`config.mk`:
```
export PLATFORM = sky130hd
export DESIGN_NAME = arbitro_rr4
export DESIGN_NICKNAME = d
export VERILOG_FILES = /design/src/rtl/arb_pkg.sv /design/src/rtl/rr_prioridad.sv /design/src/rtl/arbitro_rr4.sv
export SDC_FILE = /design/constraint.sdc
export NUM_CORES = 1
export LEC_CHECK = 0
export CAP_MARGIN = 10
export CORE_MARGIN = 4
export CORE_UTILIZATION = 49
export DETAILED_ROUTE_END_ITERATION = 8
export GPL_TIMING_DRIVEN = 1
export HOLD_SLACK_MARGIN = 0.03
export PLACE_DENSITY_LB_ADDON = 0.1
export SLEW_MARGIN = 25
export SYNTH_ARGS = -nofsm -noshare
export SYNTH_HDL_FRONTEND = slang
export SYNTH_SLANG_ARGS = --single-unit
```
`constraint.sdc`:
```
create_clock -name clk -period 2.3 [get_ports clk]
set_input_delay 0.23 -clock clk [delete_from_list [all_inputs] [get_ports clk]]
set_output_delay 0.23 -clock clk [all_outputs]
set_load 0.02 [all_outputs]
```
`src/rtl/arb_pkg.sv`:
```
// Shared definitions for the four-requester round-robin arbiter.
package arb_pkg;

    // Default limit on consecutive cycles a single owner may keep the grant.
    localparam int MAX_HOLD_DEFAULT = 8;

    // Arbiter controller states; encodings are fixed so debug traces stay stable.
    typedef enum logic [1:0] {
        IDLE    = 2'b00,
        GRANT   = 2'b01,
        RELEASE = 2'b10
    } state_t;

endpackage

```
`src/rtl/rr_prioridad.sv`:
```
// Rotating-priority search: starting at ptr, the first asserted request wins.
// Purely combinational; the pointer lives in the arbiter.
module rr_prioridad #(
    parameter int N = 2
) (
    input  logic [(2**N)-1:0] req,
    input  logic [N-1:0]      ptr,
    output logic              valid,
    output logic [N-1:0]      winner
);

    localparam int NREQ = 2**N;

    logic [N-1:0] idx;

    // Scan ptr, ptr+1, ... (mod NREQ) and keep the first hit.
    always_comb begin
        // NOTE: every output of a combinational block gets a default first, so no
        // path through the block can leave it unassigned and infer a latch.
        valid  = 1'b0;
        winner = ptr;
        idx    = '0;
        for (int i = 0; i < NREQ; i++) begin
            idx = ptr + N'(i);
            if (!valid && req[idx]) begin
                valid  = 1'b1;
                winner = idx;
            end
        end
    end

endmodule

```
`src/rtl/arbitro_rr4.sv`:
```
// Four-requester round-robin arbiter with a bounded hold time.
// A grant lasts while the owner keeps requesting, up to MAX_HOLD cycles; every
// grant ends with one dead cycle before the next arbitration.
module arbitro_rr4
    import arb_pkg::*;
#(
    parameter int N        = 2,
    parameter int MAX_HOLD = MAX_HOLD_DEFAULT
) (
    input  logic                clk,
    input  logic                reset,
    input  logic [(2**N)-1:0]   req,
    output logic [(2**N)-1:0]   gnt,
    output logic [N-1:0]        gnt_id,
    output logic                busy,
    output logic                timeout
);

    localparam int NREQ   = 2**N;
    localparam int HOLD_W = (MAX_HOLD > 1) ? $clog2(MAX_HOLD) : 1;
    localparam logic [HOLD_W-1:0] HOLD_LAST = HOLD_W'(MAX_HOLD - 1);

    state_t              state_q, state_d;
    logic [N-1:0]        ptr_q, ptr_d;
    logic [HOLD_W-1:0]   hold_q, hold_d;
    logic [NREQ-1:0]     gnt_q, gnt_d;
    logic [N-1:0]        gnt_id_q, gnt_id_d;
    logic                timeout_q, timeout_d;

    logic                arb_valid;
    logic [N-1:0]        arb_winner;

    rr_prioridad #(.N(N)) u_rr_prioridad (
        .req    (req),
        .ptr    (ptr_q),
        .valid  (arb_valid),
        .winner (arb_winner)
    );

    // Next-state logic: arbitrate from IDLE/RELEASE, track ownership in GRANT.
    always_comb begin
        state_d   = state_q;
        ptr_d     = ptr_q;
        hold_d    = hold_q;
        gnt_d     = gnt_q;
        gnt_id_d  = gnt_id_q;
        timeout_d = 1'b0;

        case (state_q)
            IDLE, RELEASE: begin
                gnt_d = '0;
                if (arb_valid) begin
                    state_d  = GRANT;
                    gnt_d    = NREQ'(1) << arb_winner;
                    gnt_id_d = arb_winner;
                    // Wraps naturally in N bits, so the last index rolls to 0.
                    ptr_d    = arb_winner + N'(1);
                    hold_d   = '0;
                end else begin
                    state_d = IDLE;
                end
            end

            GRANT: begin
                if (!req[gnt_id_q]) begin
                    // Owner let go voluntarily: no timeout.
                    state_d = RELEASE;
                    gnt_d   = '0;
                end else if (hold_q == HOLD_LAST) begin
                    // Owner still requesting but has used its full slot.
                    state_d   = RELEASE;
                    gnt_d     = '0;
                    timeout_d = 1'b1;
                end else begin
                    hold_d = hold_q + HOLD_W'(1);
                end
            end

            default: begin
                state_d = IDLE;
                gnt_d   = '0;
            end
        endcase
    end

    // State registers; reset clears everything, including the pointer, at once.
    always_ff @(posedge clk or negedge reset) begin
        if (!reset) begin
            state_q   <= IDLE;
            ptr_q     <= '0;
            hold_q    <= '0;
            gnt_q     <= '0;
            gnt_id_q  <= '0;
            timeout_q <= 1'b0;
        end else begin
            // NOTE: non-blocking assignments here so every register samples the
            // pre-edge values, independent of statement order.
            state_q   <= state_d;
            ptr_q     <= ptr_d;
            hold_q    <= hold_d;
            gnt_q     <= gnt_d;
            gnt_id_q  <= gnt_id_d;
            timeout_q <= timeout_d;
        end
    end

    assign gnt     = gnt_q;
    assign gnt_id  = gnt_id_q;
    assign busy    = (state_q == GRANT);
    assign timeout = timeout_q;

endmodule

```
==> flow_summary.ini <==
[run_status]
status = completed

[drt]
drt_iter0_markers = 10
wl_mm = 1.37
vias = 535
final_antenna_net_count = 0
drt-pass1-iter-count = 4
wire_per_inst_um = 14.3
viasPerCell = 5.57
drc = 0

[finish]
syn2layout_area_growth_pct = 25.6
drive_gt1_frac = 0.173
fillers = 116
layoutNonFillerInstCount = 96
layout_commonest_cell = dfrtp_1
antenna_cells = 0
mostFrequentLayoutCells = dfrtp_1, clkdlybuf4s50_1, a22o_1, ha_1
fin_nets = 94

[timing]
drv_slew = 0
finClkSkew_ps = 6.62
setup_viol = 0
fin_crit_ps = 1900
fin_tns_setup_ps = 0
tightest_slew_ps = 614
fmax_ghz = 0.525
rsz0062_at_grt = false
min_period_over_period = 0.828
finalHoldViolCount = 0
maxSlewHeadroom = 0.589

[critical_path]
path_class = primary input to register
start_kind = primary input
path_cells = clkdlybuf4s50_1 > inv_1 > a31o_2 > o21ai_0 > ha_1 > mux2_2
slowest_delay_ps = 530
cpMaxStageDelayCell = clkdlybuf4s50_1
crit_fanout = 5
endpoint_kind = register
cp_data_arrival_time_ps = 2060
required_ps = 2460
critPathTopFamily = compound AO/OA/AOI/OAI gates
critPathBufInv = 2

[global_routing]
grt_pass1_vias = 555
met1_usage = 0.214
grt_use_met3 = 0.0345
grt_pass1_wl_mm = 2.38
grt_max_degree = 15
gr-usage-all-layers = 0.156
antenna_found_initial = 0
busiest_layer = met2
grt_overflow_total = 0
use_met2 = 0.255

[placed_design]
hpwl_mm = 1.04
numPortBuffers = 13
dpl.cell_count = 92
gp_congestion = 0.801

[cts]
worstSkewPairLatency_ps = 270
post_cts_buffers = 0
cts_buffer_depth = 2
cts_resized = 0
cts.clk_slew.worst_paths_ps = 90
tritoncts = built
cts_sinks = 14
cts_made_buffers = 3
cts.htree.levels = 1
postCtsHoldBufs = 0
clockRootBuffer = clkbuf_4

[synth]
synth_warnings = 0
async_flop_share = 1.00
netlist_area_sq_um = 738
ys_seq_area_frac = 0.475
synth_top_area_share = 0.475
synth_seq_cells = 14
ys_types = 24
synthFlopType = dfrtp_1
yosysTopAreaCell = dfrtp_1
synth_edf_count = 0
syn_avg_cell_area_sq_um = 11.7
synth.area.top_cells = dfrtp_1, ha_1, a22o_1
synth_cells = 63
synth_fp_nets = 75

[worst_hold_path]
hold_class = primary input to async pin

[die]
die_y_um = 46.8
row_count = 13
die_area_sq_mm = 0.00219
core_area_sq_mm = 0.00137
io_pins = 14
start_util = 0.540
die_width_um = 46.8

[pwr]
powerDensity_mw_per_mm2 = 1320
leakagePower_nw = 0.441
irDropWorstVdd_v = 0.000753

[job]
maxCapViolCount = 0
synth_stat cells (2+ instances only):
master,number
ha_1,6
mux2i_1,2
mux2_2,4
a21oi_1,2
o21ai_0,2
inv_1,4
nor2_1,3
a22o_1,6
dfrtp_1,14
nor2b_1,3
nand2_1,2
nand2b_1,3
power breakdown:
group          internal [mW]  switching, mW
clock network         0.0961         0.0775
logic                  0.311          0.298
registers              0.349         0.0917
total                  0.756          0.467
metal layers:
metal / part of all wire / vias up
li1: - / 259
met2: 0.48 / 6
met4: 0 / 0
met5: 0 / -
met1: 0.49 / 270
met3: 0.030 / 0
kinds of logic (layout without fill, tap and decap cells):
group	after synthesis	in the layout	synth area share
AO/OA/AOI/OAI	16	16	0.176
adder cells (fa/ha/maj)	6	6	0.102
buffers and inverters	5	23	0.0356
flip-flops	14	14	0.475
multiplexers	6	6	0.0881
AND/OR/NAND/NOR	16	16	0.124
path summary, 6_finish.rpt:
path | start | end | slack [ps] | cells past startpoint
worst max-delay path | req[3] | ptr_q[1] | 400 | 6
worst min-delay path | reset | gnt_id[0] | 330 | 1
worst max register to register | ptr_q[1] | ptr_q[1] | 450 | 5
worst min register to register | hold_q[1] | hold_q[1] | 510 | 1
max in group asynchronous | reset | ptr_q[1] | 1560 | 1
min in group clk | hold_q[1] | hold_q[1] | 510 | 1
stage by stage:
step           utilization  setup WS, ps  total power [mW]  area [sq um]  hold WS, ps
6_report             0.679           397              1.22           927          333
5_1_grt              0.679           271              1.33           927          358
4_1_cts              0.679           375              1.23           927          348
3_5_place_dp         0.652           101              1.05           891          491
3_3_place_gp         0.652           128              1.04           891          485
2_1_floorplan            -           694             0.831           738        -65.6
state kept, by name (all words and copies together) (netlist names):
signal,count
gnt,4
hold_q,3
gnt_id,2
ptr_q,2
state_q,2
timeout,1
area by class of cell:
type	count	area, sq um	area share
clock buffers	4	36.3	0.0391
inverters	4	15.0	0.0162
multi-input cells	44	362	0.390
flip-flops and latches	14	350	0.378
well taps	15	18.8	0.0202
repair buffers	15	145	0.157
Power figures use the tool's default switching activity.
